===== config.mk =====
export PLATFORM = sky130hd
export DESIGN_NAME = sipo_frame_ctrl
export DESIGN_NICKNAME = d
export VERILOG_FILES = /design/src/rtl/sipo_frame_ctrl.sv
export SDC_FILE = /design/constraint.sdc
export NUM_CORES = 1
export LEC_CHECK = 0
export CELL_PAD_IN_SITES_DETAIL_PLACEMENT = 1
export CELL_PAD_IN_SITES_GLOBAL_PLACEMENT = 2
export CORE_MARGIN = 1.5
export CORE_UTILIZATION = 32
export DETAILED_ROUTE_END_ITERATION = 12
export PLACE_DENSITY = 0.71
export SYNTH_ARGS = -nofsm -noshare
export SYNTH_HDL_FRONTEND = slang
export SYNTH_SLANG_ARGS = --single-unit

===== constraint.sdc =====
create_clock -name clk -period 1.7 [get_ports clk]
set_input_delay 0.51 -clock clk [delete_from_list [all_inputs] [get_ports clk]]
set_output_delay 0.51 -clock clk [all_outputs]
set_load 0.005 [all_outputs]

===== src/rtl/sipo_frame_ctrl.sv =====
// Serial-in/parallel-out frame controller: start-triggered WIDTH-bit capture with a
// valid/ready parallel output and sticky overrun. Optional parity: SIPO_FRAME_PARITY_EN.
module sipo_frame_ctrl #(
  parameter int unsigned WIDTH = 4,
  parameter int unsigned CNT_W = 4
) (
  input  logic             clk,
  input  logic             rst,
  input  logic             start_i,
  input  logic             se_in_i,
  input  logic             out_ready_i,
  input  logic             clr_ovr_i,
  output logic [WIDTH-1:0] pa_out_o,
  output logic             pa_valid_o,
  output logic             busy_o,
  output logic             overrun_o,
  output logic             parity_err_o
);

  typedef enum logic [1:0] {StIdle, StShift, StLoad, StPar} state_e;

  localparam logic [CNT_W-1:0] LastCnt = CNT_W'(WIDTH - 1);

  state_e           state_q, state_d;
  logic [WIDTH-1:0] shreg_q, shreg_d;
  logic [WIDTH-1:0] pa_out_q, pa_out_d;
  logic [CNT_W-1:0] cnt_q, cnt_d;
  logic             pa_valid_q, pa_valid_d;
  logic             overrun_q, overrun_d;
  logic             load_ok;
  logic             ovr_set;
`ifdef SIPO_FRAME_PARITY_EN
  logic             par_bit_q, par_bit_d;
  logic             parity_err_q, parity_err_d;
`endif

  always_comb begin
    state_d    = state_q;
    shreg_d    = shreg_q;
    cnt_d      = cnt_q;
    pa_out_d   = pa_out_q;
    pa_valid_d = pa_valid_q;
    load_ok    = 1'b0;
    ovr_set    = 1'b0;
`ifdef SIPO_FRAME_PARITY_EN
    par_bit_d    = par_bit_q;
    parity_err_d = parity_err_q;
`endif

    // Consumer handshake; a LOAD on the same edge overrides it below.
    if (pa_valid_q && out_ready_i) begin
      pa_valid_d = 1'b0;
    end

    unique case (state_q)
      StIdle: begin
        if (start_i) begin
          shreg_d = {se_in_i, shreg_q[WIDTH-1:1]};
          cnt_d   = CNT_W'(1);
          state_d = StShift;
        end
      end
      StShift: begin
        shreg_d = {se_in_i, shreg_q[WIDTH-1:1]};
        if (cnt_q == LastCnt) begin
          cnt_d = '0;
`ifdef SIPO_FRAME_PARITY_EN
          state_d = StPar;
`else
          state_d = StLoad;
`endif
        end else begin
          cnt_d = cnt_q + CNT_W'(1);
        end
      end
      StPar: begin
`ifdef SIPO_FRAME_PARITY_EN
        par_bit_d = se_in_i;
`endif
        state_d = StLoad;
      end
      StLoad: begin
        load_ok = !pa_valid_q || out_ready_i;
        ovr_set = !load_ok;
        if (load_ok) begin
          pa_out_d   = shreg_q;
          pa_valid_d = 1'b1;
`ifdef SIPO_FRAME_PARITY_EN
          parity_err_d = (^shreg_q) ^ par_bit_q;
`endif
        end
        state_d = StIdle;
      end
      default: state_d = StIdle;
    endcase

    // Setting the flag takes priority over a simultaneous clear.
    if (ovr_set) begin
      overrun_d = 1'b1;
    end else if (clr_ovr_i) begin
      overrun_d = 1'b0;
    end else begin
      overrun_d = overrun_q;
    end
  end

  always_ff @(posedge clk or negedge rst) begin
    if (!rst) begin
      state_q    <= StIdle;
      shreg_q    <= '0;
      cnt_q      <= '0;
      pa_out_q   <= '0;
      pa_valid_q <= 1'b0;
      overrun_q  <= 1'b0;
`ifdef SIPO_FRAME_PARITY_EN
      par_bit_q    <= 1'b0;
      parity_err_q <= 1'b0;
`endif
    end else begin
      state_q    <= state_d;
      shreg_q    <= shreg_d;
      cnt_q      <= cnt_d;
      pa_out_q   <= pa_out_d;
      pa_valid_q <= pa_valid_d;
      overrun_q  <= overrun_d;
`ifdef SIPO_FRAME_PARITY_EN
      par_bit_q    <= par_bit_d;
      parity_err_q <= parity_err_d;
`endif
    end
  end

  assign pa_out_o   = pa_out_q;
  assign pa_valid_o = pa_valid_q;
  assign busy_o     = (state_q != StIdle);
  assign overrun_o  = overrun_q;
`ifdef SIPO_FRAME_PARITY_EN
  assign parity_err_o = parity_err_q;
`else
  assign parity_err_o = 1'b0;
`endif

endmodule


==> impl_metrics.sql <==
INSERT INTO impl_metrics (metric_group, metric, value, unit) VALUES
('global_route', 'use_met2', '0.180', ''),
('critical_path', 'timing_worst_setup_path_type', 'flip-flop to output pin', ''),
('cts', 'cts_tree', 'done', ''),
('cts', 'h-tree-depth', '1', ''),
('global_route', 'grt_start_max_net_pins', '17', ''),
('timing', 'rsz0062_at_grt', 'no', ''),
('power_and_ir_drop', 'power-per-cell-area', '1650', 'mW/mm²'),
('cts', 'maximum_count_of_clock_buffers_along_a_single_path', '2', ''),
('critical_path', 'crit_path_end_kind', 'output pin', ''),
('floorplan', 'floorplan.die.width', '50.1', 'µm'),
('critical_path', 'crit_path_start', 'pa_valid_o$_DFF_PN0_', ''),
('logic_synthesis', 'synth.largest_area_cell', 'dfrtp_1', ''),
('cts', 'cts_inserted_buffers', '3', ''),
('global_route', 'met3_usage', '0.0273', ''),
('logic_synthesis', 'synth-edff-count', '0', ''),
('global_route', 'global_route.peak_usage_layer', 'met2', ''),
('timing', 'setup_viol_count_final', '0', ''),
('route', 'routed_wirelength', '1210', 'µm'),
('logic_synthesis', 'ys_top_cells_by_area', 'dfrtp_1 56%, mux2_1 9.5%, mux2_2 3.2%', ''),
('cells_and_area', 'area_delta_synth_final', '31.4', '%'),
('floorplan', 'fp.dieH', '50.1', 'µm'),
('route', 'number_of_vias_after_detailed_routing', '468', ''),
('critical_path', 'regToRegStartpoint', 'cnt_q[0]$_DFFE_PN0P_', ''),
('cells_and_area', 'num-fill-cells', '223', ''),
('route', 'routed_wire_length_per_instance', '12.0', 'µm'),
('cells_and_area', 'multi_input_gate_area', '287', 'µm²'),
('cts', 'path_clk_slew', '0.09', 'ns'),
('cts', 'clock_tree.root_cell', 'clkbuf_4', ''),
('floorplan', 'std_cell_rows', '16', ''),
('critical_path', 'worstPathMaxFanout', '2', ''),
('timing', 'min_period_over_period', '0.963', ''),
('logic_synthesis', 'syn-cell-area', '709', 'µm²'),
('floorplan', 'die_area', '0.00251', 'mm²'),
('cts', 'clock_latency', '0.28', 'ns'),
('logic_synthesis', 'synthArstFlopShare', '1.00', ''),
('global_route', 'number_of_antenna_violations_at_the_first_check_in_global_routing', '0', ''),
('cells_and_area', 'utilization', '0.461', ''),
('global_route', 'grtUsageMet1', '0.159', ''),
('place', 'port_buffers', '12', ''),
('floorplan', 'design.core.area', '0.00202', 'mm²'),
('power_and_ir_drop', 'report.power.total', '1540', 'µW'),
('timing', 'report.final.hold_viol_count', '0', ''),
('route', 'detailedRoute.firstIterationViolations', '1', ''),
('min_path', 'hold_crit_class', 'flip-flop to flip-flop', ''),
('critical_path', 'rr_worst_depth', '4', ''),
('logic_synthesis', 'post_synth_most_frequent_cells', '16 x dfrtp_1, 6 x mux2_1, 4 x nand2_1', ''),
('floorplan', 'io_pins', '14', ''),
('place', 'final_gp_congestion', '0.699', ''),
('logic_synthesis', 'netlist-cell-type-count', '25', ''),
('cells_and_area', 'layout.nets', '82', ''),
('critical_path', 'cp_slowest_cell', 'clkdlybuf4s50_1', ''),
('global_route', 'grt.overflow.total', '0', ''),
('timing', 'fmax', '0.611', 'GHz'),
('logic_synthesis', 'synthFlopType', 'dfrtp_1', ''),
('global_route', 'vias_in_the_first_global_route', '507', ''),
('logic_synthesis', 'synth_seq_cells', '16', ''),
('cts', 'clock_sinks', '16', ''),
('critical_path', 'r2r_setup_slack', '0.29', 'ns'),
('critical_path', 'worst-path-stages', '1', ''),
('power_and_ir_drop', 'power.leakage', '0.000455', 'µW'),
('timing', 'final.setup.tns', '0', 'ns'),
('min_path', 'min-delay-start', 'shreg_q[0]$_DFFE_PN0P_', ''),
('cells_and_area', 'register_area', '400', 'µm²'),
('timing', 'final_period_minus_worst_setup_slack', '1.64', 'ns'),
('route', 'ant_nets', '0', ''),
('place', 'dp_hpwl', '896', 'µm'),
('logic_synthesis', 'synthMostInstantiatedCell', 'dfrtp_1', ''),
('critical_path', 'worstPathRequired', '1.19', 'ns'),
('status', 'run_status', 'complete, no violations', ''),
('route', 'number_of_iterations_in_the_first_detailed_routing_pass', '2', ''),
('cells_and_area', 'post_route_cells_drive_above_1_share', '0.243', '');
-- registers in the layout, indices dropped and copies added (netlist names) --
name / flops
state_q: 2
shreg_q: 4
overrun_o: 1
cnt_q: 4
pa_valid_o: 1
pa_out_o: 4
-- cells by family after synthesis --
group,count (synthesis),synth area share
AO/OA/AOI/OAI,7,0.0864
AND/OR/NAND/NOR,17,0.168
other,1,0.00529
multiplexers,8,0.127
flip-flops,16,0.564
adder cells (fa/ha/maj),1,0.0176
buffers and inverters,4,0.0317
-- per-stage QoR --
stage	cell area [µm²]	setup WS (ns)	cells	hold WS [ns]
finish	932	0.0624	101	0.490
detailed placement	886	0.0114	96	0.480
floorplan	709	0.409	54	0.214
global placement	886	0.0452	96	0.473
CTS	922	0.0274	100	0.502
global route	932	0.000131	101	0.528
-- cells in the final DEF, fill, tap and decap left out --
master	instances
a21oi_1	1
a311oi_1	1
a32o_1	1
and3b_1	1
and4bb_2	1
buf_4	6
clkbuf_2	1
clkbuf_4	3
clkbuf_8	1
clkdlybuf4s50_1	8
conb_1	1
dfrtp_1	16
dlymetal6s2s_1	3
ha_1	1
inv_1	2
mux2_1	6
mux2_2	2
nand2_1	4
nand2b_1	2
nand2b_4	1
nand3_1	2
nand3_2	1
nor2b_1	2
nor3b_1	1
o21a_1	1
o21ai_0	1
o21bai_4	1
o22ai_1	1
or2_2	1
or4b_1	1
-- worst max path at each step --
stage                                         to  slack, ns
after CTS                                 busy_o       0.03
after detailed placement  shreg_q[0]$_DFFE_PN0P_       0.01
after global placement    shreg_q[1]$_DFFE_PN0P_       0.05
after floorplan                           busy_o       0.41
after global routing                  pa_valid_o     0.0001
final                                 pa_valid_o       0.06
-- metal layers --
layer	share of wire	vias up
met5	0	-
met4	0	0
met3	0.038	0
met2	0.48	10
met1	0.48	230
li1	-	228
-- cell type report --
class                           count  share of cell area
Inverter                            2             0.00805
Sequential cell                    16               0.430
Tap cell                           27              0.0362
Multi-Input combinational cell     34               0.307
Timing Repair Buffer               18               0.180
Clock buffer                        4              0.0389
-- timing repair --
item | CTS | global route
hold buffers | 0 | 0
gates resized for setup | 2 | 4
hold endpoints to repair | 0 | 0
buffers inserted | 0 | 1
endpoints found under the setup margin | 1 | 4
-- power breakdown --
part           leakage, µW  total [µW]  switching [µW]  internal (µW)
clock            0.0000210         245             114            130
combinational     0.000237         615             240            375
sequential        0.000197         676             120            556
total             0.000455        1540             474           1060
No activity file was read; power rests on OpenSTA's default activity.
